## config.mk

```make
export PLATFORM = sky130hd
export DESIGN_NAME = i2s_frame_serializer
export DESIGN_NICKNAME = d
export VERILOG_FILES = /design/src/rtl/i2s_frame_serializer.sv
export SDC_FILE = /design/constraint.sdc
export NUM_CORES = 1
export LEC_CHECK = 0
export ABC_AREA = 1
export CORE_ASPECT_RATIO = 0.7
export CORE_MARGIN = 3
export CORE_UTILIZATION = 62
export CTS_BUF_LIST = sky130_fd_sc_hd__clkbuf_8
export CTS_CLUSTER_DIAMETER = 150
export DETAILED_ROUTE_END_ITERATION = 12
export PLACE_DENSITY = 0.82
export SKIP_CTS_REPAIR_TIMING = 1
export SLEW_MARGIN = 20
export SYNTH_ARGS = -nofsm -noshare
export SYNTH_HDL_FRONTEND = slang
export SYNTH_SLANG_ARGS = --single-unit
```

## constraint.sdc

```tcl
create_clock -name clk -period 2.8 [get_ports clk]
set_clock_uncertainty 0.1 [all_clocks]
set_input_delay 0.42 -clock clk [delete_from_list [all_inputs] [get_ports clk]]
set_output_delay 0.42 -clock clk [all_outputs]
set_load 0.02 [all_outputs]
```

## src/rtl/i2s_frame_serializer.sv

```systemverilog
// I2S / left-justified audio serialiser with a small frame FIFO, last-frame repeat on underrun.
// Optional gain stage (arithmetic right shift at shifter load) enabled by I2S_FRAME_SERIALIZER_GAIN_EN.
module i2s_frame_serializer #(
    parameter int SAMPLE_WIDTH = 16,
    parameter int SLOT_BITS    = 32,
    parameter int CLK_DIV      = 4,
    parameter int CHANNELS     = 2,
    parameter int FIFO_DEPTH   = 4,
    parameter int LEFT_JUSTIFY = 0
) (
    input  logic                    clk,
    input  logic                    reset_n,
    input  logic [SAMPLE_WIDTH-1:0] sample_l,
    input  logic [SAMPLE_WIDTH-1:0] sample_r,
    input  logic                    sample_valid,
`ifdef I2S_FRAME_SERIALIZER_GAIN_EN
    input  logic [2:0]              gain_shift,
`endif
    output logic                    sample_ready,
    output logic                    lrck,
    output logic                    dac,
    output logic [7:0]              underrun_count
);

    localparam int PTR_W   = $clog2(FIFO_DEPTH) + 1;
    localparam int IDX_W   = PTR_W - 1;
    localparam int DIV_W   = $clog2(CLK_DIV);
    localparam int BIT_W   = $clog2(SLOT_BITS);
    localparam int FRAME_W = 2 * SAMPLE_WIDTH;
    // I2S leaves one zero bit after the lrck edge; left-justified starts on it.
    localparam int MSB_POS = (LEFT_JUSTIFY != 0) ? SLOT_BITS - 1 : SLOT_BITS - 2;

    function automatic logic [SLOT_BITS-1:0] format_slot(input logic [SAMPLE_WIDTH-1:0] s);
        logic [SLOT_BITS-1:0] w;
        w = '0;
        w[MSB_POS -: SAMPLE_WIDTH] = s;
        return w;
    endfunction

    logic [DIV_W-1:0]        div_cnt_q, div_cnt_d;
    logic [BIT_W-1:0]        bit_cnt_q, bit_cnt_d;
    logic                    lrck_q, lrck_d;
    logic                    dac_q, dac_d;
    logic [SLOT_BITS-1:0]    shifter_q, shifter_d;
    logic [SAMPLE_WIDTH-1:0] held_l_q, held_l_d;
    logic [SAMPLE_WIDTH-1:0] held_r_q, held_r_d;
    logic [PTR_W-1:0]        wr_ptr_q, wr_ptr_d;
    logic [PTR_W-1:0]        rd_ptr_q, rd_ptr_d;
    logic                    ready_q, ready_d;
    logic [7:0]              underrun_q, underrun_d;

    logic [FRAME_W-1:0]      fifo_mem [FIFO_DEPTH];
    logic [FRAME_W-1:0]      fifo_head;
    logic [PTR_W-1:0]        occ_next;
    logic                    strobe;
    logic                    boundary;
    logic                    fifo_empty;
    logic                    push;
    logic                    pop;
    logic [SAMPLE_WIDTH-1:0] right_src;
    logic [SAMPLE_WIDTH-1:0] load_l;
    logic [SAMPLE_WIDTH-1:0] load_r;

    assign fifo_head = fifo_mem[rd_ptr_q[IDX_W-1:0]];
    assign push      = sample_valid && ready_q;

    always_comb begin
        strobe     = (div_cnt_q == DIV_W'(CLK_DIV - 1));
        boundary   = strobe && (bit_cnt_q == BIT_W'(SLOT_BITS - 1));
        fifo_empty = (wr_ptr_q == rd_ptr_q);
        pop        = boundary && lrck_q && !fifo_empty;

        div_cnt_d  = strobe ? '0 : div_cnt_q + DIV_W'(1);
        bit_cnt_d  = bit_cnt_q;
        if (strobe) begin
            bit_cnt_d = boundary ? '0 : bit_cnt_q + BIT_W'(1);
        end

        held_l_d   = held_l_q;
        held_r_d   = held_r_q;
        underrun_d = underrun_q;
        if (boundary && lrck_q) begin
            if (!fifo_empty) begin
                held_l_d = fifo_head[FRAME_W-1:SAMPLE_WIDTH];
                held_r_d = fifo_head[SAMPLE_WIDTH-1:0];
            end else if (underrun_q != 8'hFF) begin
                underrun_d = underrun_q + 8'd1;
            end
        end

        wr_ptr_d = push ? wr_ptr_q + PTR_W'(1) : wr_ptr_q;
        rd_ptr_d = pop  ? rd_ptr_q + PTR_W'(1) : rd_ptr_q;
        occ_next = wr_ptr_d - rd_ptr_d;
        ready_d  = (occ_next != PTR_W'(FIFO_DEPTH));
    end

    // Mono duplicates the left sample into the right slot.
    assign right_src = (CHANNELS == 1) ? held_l_q : held_r_q;

`ifdef I2S_FRAME_SERIALIZER_GAIN_EN
    assign load_l = $unsigned($signed(held_l_d) >>> gain_shift);
    assign load_r = $unsigned($signed(right_src) >>> gain_shift);
`else
    assign load_l = held_l_d;
    assign load_r = right_src;
`endif

    always_comb begin
        shifter_d = shifter_q;
        lrck_d    = lrck_q;
        if (boundary) begin
            if (lrck_q) begin
                shifter_d = format_slot(load_l);
                lrck_d    = 1'b0;
            end else begin
                shifter_d = format_slot(load_r);
                lrck_d    = 1'b1;
            end
        end else if (strobe) begin
            shifter_d = {shifter_q[SLOT_BITS-2:0], 1'b0};
        end
        dac_d = shifter_d[SLOT_BITS-1];
    end

    always_ff @(posedge clk) begin
        if (!reset_n) begin
            div_cnt_q  <= '0;
            bit_cnt_q  <= '0;
            lrck_q     <= 1'b0;
            dac_q      <= 1'b0;
            shifter_q  <= '0;
            held_l_q   <= '0;
            held_r_q   <= '0;
            wr_ptr_q   <= '0;
            rd_ptr_q   <= '0;
            ready_q    <= 1'b0;
            underrun_q <= 8'd0;
        end else begin
            div_cnt_q  <= div_cnt_d;
            bit_cnt_q  <= bit_cnt_d;
            lrck_q     <= lrck_d;
            dac_q      <= dac_d;
            shifter_q  <= shifter_d;
            held_l_q   <= held_l_d;
            held_r_q   <= held_r_d;
            wr_ptr_q   <= wr_ptr_d;
            rd_ptr_q   <= rd_ptr_d;
            ready_q    <= ready_d;
            underrun_q <= underrun_d;
        end
    end

    // Storage needs no reset: the pointers define which entries are live.
    always_ff @(posedge clk) begin
        if (reset_n && push) begin
            fifo_mem[wr_ptr_q[IDX_W-1:0]] <= {sample_l, sample_r};
        end
    end

    assign sample_ready   = ready_q;
    assign lrck           = lrck_q;
    assign dac            = dac_q;
    assign underrun_count = underrun_q;

endmodule

```

==> summary.md, run 1 <==
| Metric | Value |
|---|---|
| Final nets | `~900` |
| First-iteration detailed-routing DRC count | `475` |
| Hold Path Class | `flop to flop` |
| Non-Filler Instances | `roughly 1k` |
| Most common library cell in the layout ignoring fill and taps | `nor2_1` |
| Combined global-route utilization of all metal layers | `25.3%` |
| Clock transition at the register clock pins on the worst setup and hold paths after CTS | `0.10 ns` |
| Post-synthesis net count | `~860` |
| Critical register-to-register path endpoint | `sample_ready` |
| End point of the critical path | `sample_ready` |
| Fin Hold WS | `~0.33 ns` |
| Most used cells in the layout excluding fill and tap cells | `nor2_1 (164), edfxtp_1 (128), o21ai_0 (108)` |
| Number of DRC violations after detailed routing | `0` |
| Data arrival time of the worst path | `2.87 ns` |
| Cell variety after synth | `27` |
| Gate Count Post-Synth | `816` |
| Crit Path Category | `flop to flop` |
| Number of fillers in the final layout | `869` |
| Largest net degree at the start of global routing | `65` |
| Initial antenna violation count | `0` |
| Number of buffers on the longest clock path | `2` |
| Number of diodes | `0` |
| Post-layout min period | `between 2 and 3 ns` |
| Type of element capturing the critical path | `flop` |
| Pleak | `0.00346 uW` |
| Average vias per placed instance | `5.73` |
| Total of warnings raised by yosys | `0` |
| R2R Path Start | `bit_cnt_q[0]` |
| Total standard cell area after synthesis | `~0.008 mm^2` |
| Effective utilization at floorplan | `64.3%` |
| Htree depth | `4` |
| Share of post-route cells with drive strength above 1 | `7.83%` |
| Total grt overflow | `0` |
| Hold Fails Final Rpt | `0` |
| Worst r2r path cells | `18` |
| HPWL after detailed placement | `11000 um` |
| Chip Width | `143 um` |
| Pwr per Cell Area | `588 mW/mm^2` |
| Number of clock sinks | `200` |
| Placed Cells incl. Taps | `998` |
| Worst vdd ir | `just under 0.0004 V` |
| Number of maximum-capacitance violations | `0` |
| Final standard cell utilization of the core | `between 70% and 80%` |
| Worst skew pair latency | `0.46 ns` |
| Post-synthesis register bit count | `200` |
| TritonCTS Buffers | `17` |
| Number of global-route vias before repair | `5749` |
| Antenna viol nets, final | `0` |
| Total number of vias | `5899` |
| Final RePlAce weighted congestion | `about 0.90` |
| Origin of the worst setup path | `bit_cnt_q[0]` |
| Root buffer cell | `clkbuf_8` |
| Post-DR wirelength/cell | `17.0 um` |
| Die Height | `102 um` |
| Total core area | `0.0126 mm^2` |
| Part of the Yosys area used for sequential elements | `65.0%` |
| Final-layout setup total negative slack | `0 ns` |
| Transition at the pin with the smallest max-transition slack | `slightly above 1 ns` |
| Mean post-synth cell area | `9.96 um^2` |
| Setup violation total in the final timing report | `0` |
| Site Rows | `34` |
| Total wire length after detailed routing | `17500 um` |
| Number of iterations in the first detailed-routing pass | `7` |
| Final worst path period share | `slightly above 90%` |
| Final max-slew violation count | `0` |
| Critical path peak fanout | `8` |
| Number of port buffers | `45` |
| Ports placed on the boundary | `46` |
| Layout area overhead | `12.6%` |
| Setup slack on the worst flop-to-flop path | `0.19 ns` |
| TritonCTS clock tree | `yes` |
| Maximum frequency from static timing analysis | `384 MHz` |
| Total Die Area | `0.0145 mm^2` |
| Sort of element at the start of the critical path | `flop` |
| Status | `complete, no violations` |
| Data required time of the worst path | `between 3 and 4 ns` |
| First-pass GRT wire length | `28500 um` |
| Slew Limit Headroom | `32.8%` |
| RSZ-0062 raised after global routing | `false` |
worst min-delay path by stage:
stage,from,end,slack [ns],cells past startpoint
finish,div_cnt_q[0],div_cnt_q[0],0.33,1
global route,div_cnt_q[0],div_cnt_q[0],0.35,1
CTS,div_cnt_q[0],div_cnt_q[0],0.33,1
detailed placement,div_cnt_q[0],div_cnt_q[0],0.32,1
global placement,div_cnt_q[0],div_cnt_q[0],0.31,1
floorplan,div_cnt_q[0],div_cnt_q[0],0.30,1
per-layer routing:
metal	routed length (um)	vias up	GRT usage, %
met5	0	-	0
met4	366	0	9.57
met3	1050	31	4.48
met2	8450	211	40.7
met1	7630	2823	34.9
li1	-	2834	-
cells in the mapped netlist:
master | n | area [um^2]
nand3_1 | 26 | 130
a31oi_1 | 17 | 106
nor2_4 | 1 | 11.3
inv_2 | 2 | 7.51
xnor2_2 | 1 | 16.3
nand2_2 | 2 | 12.5
buf_6 | 2 | 22.5
o21ai_1 | 9 | 45.0
ha_1 | 11 | 138
nand2_1 | 102 | 383
inv_1 | 63 | 236
buf_2 | 16 | 80.1
xor2_1 | 4 | 35.0
nand2_4 | 1 | 11.3
edfxtp_1 | 128 | 3840
dfxtp_1 | 72 | 1440
nor2_2 | 1 | 6.26
a21oi_1 | 30 | 150
nand4_1 | 18 | 113
clkbuf_1 | 18 | 67.6
xnor2_1 | 2 | 17.5
buf_1 | 5 | 18.8
nor3_1 | 5 | 25.0
nor2_1 | 168 | 631
o21ai_0 | 108 | 541
buf_4 | 3 | 22.5
nand3_4 | 1 | 17.5
flip-flops by register name, indices dropped and copies added, names as in the netlist:
signal	count
fifo_mem	128
shifter_q	17
held_l_q	16
held_r_q	16
underrun_count	8
bit_cnt_q	5
rd_ptr_q	3
wr_ptr_q	3
div_cnt_q	2
lrck	1
sample_ready	1
cells by family after synthesis:
| family | share of synthesized area (%) |
|---|---|
| AND/OR/NAND/NOR | 16.5 |
| flip-flops | 65.0 |
| AO/OA/AOI/OAI | 10.4 |
| buffers and inverters | 5.60 |
| adder cells (fa/ha/maj) | 1.69 |
| XOR/XNOR | 0.847 |
cell type report:
class                           instances  area (um^2)  share of cell area, %
Clock buffer                           17          234                   2.56
Sequential cell                       200         5290                   57.8
Inverter                               65          244                   2.67
Tap cell                              162          203                   2.22
Timing Repair Buffer                   64          593                   6.48
Multi-Input combinational cell        507         2410                   26.3
Clock inverter                         15          183                   2.00
where the power goes:
part / internal, uW / switching (uW)
registers: 3190 / 24.4
logic: 105 / 170
clock network: 833 / 1050
worst max-delay path, cell delays in order (launching register included):
cell	delay, ns
dfxtp_1	0.37
ha_1	0.19
nand2_1	0.08
nor2_1	0.12
ha_1	0.19
nand2_2	0.08
nor2_4	0.11
nand2_4	0.10
nand2_1	0.12
o21ai_2	0.08
ha_1	0.32
a21oi_2	0.19
nand3_1	0.10
nand2_1	0.11
inv_1	0.05
nand2_1	0.06
nand3_1	0.07
nand2_1	0.06
inv_1	0.04
stage by stage:
stage,instance area (um^2),worst slack [ns],total power [uW]
final,9150,0.194,5380
after global routing,9150,0.00613,5550
after CTS,9140,0.128,5390
after detailed placement,8720,0.157,3550
after global placement,8720,0.372,3530
after floorplan,8130,0.140,3420
Note: power is estimated with default switching activity, not from simulation.
==> run 2, diff against run 1 <==
- CORE_UTILIZATION: 62 -> 35
- PLACE_DENSITY: 0.82 -> not set
- RECOVER_POWER: not set -> 100
==> run 2 against run 1 <==
Against the previous run:
- final cell count is 14% higher
- critical path depth is 5 lower
- via count is 4.4% lower
- wire length is 0.33% lower
- sequential cell count stayed put
- core utilization is 31 points lower
- sequential power hardly changed
- worst hold slack worse by 0.0031 ns
- power is 2.3% lower
- clock-buffer cell count stayed put
- critical path type unchanged
- highest routed layer unchanged
==> summary.md, run 2 (synthesis gave the netlist of run 1 again) <==
| Metric | Value |
|---|---|
| Cell type group with the largest total delay on the critical path | `simple AND/OR/NAND/NOR gates` |
| Switching portion of total power | `around a quarter` |
| Data required time of the worst path | `3.10 ns` |
| Pleak | `roughly 0.0035 uW` |
| Status | `complete, no violations` |
| TritonCTS Buffers | `17` |
| Slowest cell on the critical path | `dfxtp_1` |
| Worst vdd ir | `0.000243 V` |
| Largest register FFs | `128` |
| First-iteration detailed-routing DRC count | `407` |
| Total wire length after detailed routing | `17400 um` |
| Hold Path Class | `flop to flop` |
| Sequential share of power | `61.2%` |
| Final max-slew violation count | `0` |
| Slew Limit Headroom | `between 20% and 30%` |
| Critical path peak fanout | `34` |
| HPWL after detailed placement | `11100 um` |
| Share of post-route cells with drive strength above 1 | `6.79%` |
| Post-layout min period | `between 2 and 3 ns` |
| Post-DR wirelength/cell | `14.9 um` |
| Pwr per Cell Area | `566 mW/mm^2` |
| Total number of vias | `5638` |
| Total grt overflow | `0` |
| Chip Width | `188 um` |
| Root buffer cell | `clkbuf_8` |
| Largest net degree at the start of global routing | `65` |
| Number of clock sinks | `200` |
| Most used cells in the layout excluding fill and tap cells | `nor2_1 (165), edfxtp_1 (128), o21ai_0 (114)` |
| Number of buffers on the longest clock path | `2` |
| TritonCTS clock tree | `yes` |
| Crit Path Category | `flop to flop` |
| Count of buffering cells on the critical path with inverters included | `1` |
| Total core area | `0.0222 mm^2` |
| Final-layout setup total negative slack | `0 ns` |
| Final nets | `902` |
| Fin worst setup slack | `between 0.2 and 0.3 ns` |
| Setup violation total in the final timing report | `0` |
| Layout area overhead | `14.1%` |
| Fin Hold WS | `0.329 ns` |
| Number of global-route vias before repair | `5307` |
| Initial antenna violation count | `0` |
| Internal power consumption | `3950 uW` |
| Maximum frequency from static timing analysis | `a little under 400 MHz` |
| Die Height | `134 um` |
| Average vias per placed instance | `4.80` |
| Combined global-route utilization of all metal layers | `14.2%` |
| Number of iterations in the first detailed-routing pass | `5` |
| Antenna viol nets, final | `0` |
| Number of port buffers | `45` |
| Final worst path period share | `between 90% and 100%` |
| Sort of element at the start of the critical path | `flop` |
| Chain of cells forming the critical path | `ha_1 > nand2_1 > nor2_1 > ha_1 > nand2_2 > nor2_4 > buf_4 > nand2_1 > nor2_2 > nand3_1 > nand2_1 > nand2_1 > nor2_1` |
| Most common library cell in the layout ignoring fill and taps | `nor2_1` |
| Data arrival time of the worst path | `2.82 ns` |
| Worst skew pair latency | `0.47 ns` |
| Final RePlAce weighted congestion | `a little over 0.8` |
| Clock transition at the register clock pins on the worst setup and hold paths after CTS | `about 0.10 ns` |
| Ports placed on the boundary | `46` |
| Number of maximum-capacitance violations | `0` |
| Proportion of power drawn by combinational gates | `between 4 and 5%` |
| Total Die Area | `0.0251 mm^2` |
| Hold Fails Final Rpt | `0` |
| Site Rows | `45` |
| Number of DRC violations after detailed routing | `0` |
| Sw Pwr | `1300 uW` |
| RSZ-0062 raised after global routing | `false` |
| Effective utilization at floorplan | `36.6%` |
| First-pass GRT wire length | `28400 um` |
| Transition at the pin with the smallest max-transition slack | `1.10 ns` |
| Pre-CTS setup slack | `0.307 ns` |
| Crit path top cell by count | `nand2_1` |
| Type of element capturing the critical path | `flop` |
| Clock share of power | `33.9%` |
| Number of diodes | `0` |
| Htree depth | `4` |
| CP max stage delay | `between 0.3 and 0.4 ns` |
run 2: layout make-up:
type                    instances  area [um^2]
inverters                      65          244
flip-flops and latches        200         5290
clock buffers                  17          234
multi-input cells             507         2410
fillers                      2159        13000
clock inverters                15          154
well taps                     305          382
repair buffers                 65          567
run 2: final timing paths:
kind	cells past startpoint	end	slack, ns	from
hold reg to reg	1	div_cnt_q[0]	0.33	div_cnt_q[0]
hold / removal	1	div_cnt_q[0]	0.33	div_cnt_q[0]
setup reg to reg	13	underrun_count[6]	0.28	bit_cnt_q[1]
setup / recovery	13	underrun_count[6]	0.28	bit_cnt_q[1]
run 2: through the flow:
| step | utilization [%] | instance area [um^2] | instances | power, uW |
|---|---|---|---|---|
| floorplan | - | 8130 | 816 | 3420 |
| global placement | 40.3 | 8960 | 1142 | 3560 |
| detailed placement | 40.3 | 8960 | 1142 | 3560 |
| CTS | 42.0 | 9340 | 1174 | 5330 |
| global route | 41.7 | 9280 | 1174 | 5480 |
| finish | 41.7 | 9280 | 1174 | 5250 |
run 2: power by group through the flow:
| stage | sequential (uW) | combinational (uW) | clock, uW |
|---|---|---|---|
| floorplan | 3280 | 142 | 0 |
| global placement | 3280 | 276 | 0 |
| detailed placement | 3280 | 278 | 0 |
| CTS | 3210 | 279 | 1840 |
| global route | 3220 | 296 | 1970 |
| finish | 3210 | 258 | 1780 |
run 2: worst register-to-register path: stages (launching register included):
cell	delay (ns)
dfxtp_1	0.39
ha_1	0.19
nand2_1	0.07
nor2_1	0.10
ha_1	0.18
nand2_2	0.08
nor2_4	0.11
buf_4	0.37
nand2_1	0.13
nor2_2	0.35
nand3_1	0.16
nand2_1	0.09
nand2_1	0.05
nor2_1	0.10
run 2: routing by layer:
layer	GRT usage (%)	vias to the layer above	share of wire, %
li1	-	2841	-
met1	20.7	2659	52
met2	20.8	121	42
met3	3.02	17	4.9
met4	5.29	0	1.4
met5	0	-	0
==> run 3, diff against run 2 <==
- CORE_MARGIN: 3 -> not set
- CORE_UTILIZATION: 35 -> 25
==> run 3 against run 2 <==
Against the previous run:
- non-clock buffer count stayed put
- critical path depth shrank 8
- global-route usage fell by 2.8 points
- clock power up 2%
- register-to-register slack about the same
- worst hold slack lost 0.0024 ns
- clock-buffer cell count is 1 higher
- final cell count grew 10%
- worst setup slack worse by 0.10 ns
- sequential cell count is the same
- core utilization decreased by 12 points
- wire length is 4.3% higher
- highest routed layer is now met5
==> summary.md, run 3 (synthesis gave the netlist of run 1 again) <==
| Metric | Value |
|---|---|
| Final max-slew violation count | `0` |
| Total wire length after detailed routing | `18200 um` |
| Status | `complete, no violations` |
| Slew Limit Headroom | `29.5%` |
| Post-DR wirelength/cell | `14.1 um` |
| Number of iterations in the first detailed-routing pass | `5` |
| Critical register-to-register path endpoint | `shifter_q[30]` |
| Largest net degree at the start of global routing | `65` |
| Number of buffers on the longest clock path | `2` |
| Most used cells in the layout excluding fill and tap cells | `nor2_1 (166), edfxtp_1 (128), o21ai_0 (114)` |
| Effective utilization at floorplan | `25.8%` |
| First-iteration detailed-routing DRC count | `337` |
| Average vias per placed instance | `4.35` |
| Combined global-route utilization of all metal layers | `approximately 11%` |
| Layout area overhead | `15.9%` |
| Final RePlAce weighted congestion | `just over 0.8` |
| Hold worst-path end | `div_cnt_q[0]` |
| Non-Filler Instances | `1291` |
| First-pass GRT wire length | `29100 um` |
| Crit Path Category | `input pin to flop` |
| Number of port buffers | `45` |
| Total grt overflow | `0` |
| Number of global-route vias before repair | `5225` |
| Transition at the pin with the smallest max-transition slack | `about 1.1 ns` |
| Final-layout setup total negative slack | `0 ns` |
| R2R Path Start | `bit_cnt_q[0]` |
| Htree depth | `4` |
| Most common library cell in the layout ignoring fill and taps | `nor2_1` |
| Final nets | `about 900` |
| Placed Cells incl. Taps | `1257` |
| Final worst path period share | `93.8%` |
| Cell depth of the worst min-delay path | `1` |
| TritonCTS Buffers | `17` |
| Site Rows | `54` |
| Chip Width | `218 um` |
| Maximum frequency from static timing analysis | `381 MHz` |
| RSZ-0062 raised after global routing | `false` |
| CP max stage delay | `approximately 0.80 ns` |
| Clock transition at the register clock pins on the worst setup and hold paths after CTS | `~0.10 ns` |
| Number of maximum-capacitance violations | `0` |
| TritonCTS clock tree | `yes` |
| Hold Path Class | `flop to flop` |
| Fin Hold WS | `0.327 ns` |
| Setup violation total in the final timing report | `0` |
| Post-layout min period | `between 2 and 3 ns` |
| Total number of vias | `5618` |
| Data arrival time of the worst path | `2.63 ns` |
| Critical path peak fanout | `32` |
| Number of clock sinks | `200` |
| Total Die Area | `0.0333 mm^2` |
| Hold Fails Final Rpt | `0` |
| Data required time of the worst path | `2.80 ns` |
| Largest register FFs | `roughly 130` |
| Sort of element at the start of the critical path | `input pin` |
| Type of element capturing the critical path | `flop` |
| Total core area | `0.0316 mm^2` |
| Share of post-route cells with drive strength above 1 | `a little under 7%` |
| HPWL after detailed placement | `11600 um` |
| Ports placed on the boundary | `46` |
| Setup slack on the worst flop-to-flop path | `0.28 ns` |
| Count of buffering cells on the critical path with inverters included | `3` |
| Pwr per Cell Area | `561 mW/mm^2` |
| Hold Path Origin | `div_cnt_q[0]` |
| Pleak | `0.00348 uW` |
| Worst skew pair latency | `0.48 ns` |
| Chain of cells forming the critical path | `dlygate4sd3_1 > clkbuf_1 > nand2_1 > nor2_4 > clkbuf_2` |
| Die Height | `about 150 um` |
| Slowest cell on the critical path | `clkbuf_2` |
| Worst r2r path cells | `13` |
| Antenna viol nets, final | `0` |
| Worst vdd ir | `0.000283 V` |
| Initial antenna violation count | `3` |
| Root buffer cell | `clkbuf_8` |
| Number of DRC violations after detailed routing | `0` |
| Cell type group with the largest total delay on the critical path | `buffers and inverters` |
==> run 3: through the flow <==
step           worst slack (ns)  power (uW)  instance area, um^2  util [%]
2_1_floorplan             0.140        3420                 8130         -
3_3_place_gp              0.319        3560                 9100      28.8
3_5_place_dp              0.273        3560                 9100      28.8
4_1_cts                   0.327        5350                 9490      30.1
5_1_grt                  0.0283        5500                 9420      29.9
6_report                  0.174        5290                 9430      29.9
==> run 3: routing by layer <==
metal | GRT usage (%) | vias to the layer above | share of wire (%)
li1 | - | 2838 | -
met1 | 16.8 | 2653 | 53
met2 | 16.1 | 107 | 42
met3 | 2.71 | 18 | 4.3
met4 | 4.02 | 2 | 1.3
met5 | 0 | - | 0.071
==> run 3: area by class of cell <==
| class | instances | area (um^2) |
|---|---|---|
| diodes | 2 | 5.00 |
| clock buffers | 18 | 248 |
| clock inverters | 14 | 138 |
| fillers | 3241 | 22100 |
| inverters | 65 | 244 |
| multi-input cells | 507 | 2410 |
| flip-flops and latches | 200 | 5290 |
| well taps | 420 | 526 |
| repair buffers | 65 | 571 |
==> run 3: worst max path at each step <==
stage / from / end / slack [ns] / cells after the start
finish: reset_n / fifo_mem[3][1] / 0.17 / 5
global route: bit_cnt_q[1] / sample_ready / 0.03 / 17
CTS: bit_cnt_q[1] / underrun_count[7] / 0.33 / 12
detailed placement: sample_valid / sample_ready / 0.27 / 13
global placement: sample_valid / sample_ready / 0.32 / 13
floorplan: reset_n / fifo_mem[0][0] / 0.14 / 3
==> run 3: power breakdown <==
group	total (uW)	switching (uW)	internal, uW	leakage [uW]
sequential	3210	22.5	3190	0.00174
combinational	260	166	94.1	0.00154
clock	1820	1070	750	0.000199
total	5290	1250	4040	0.00348
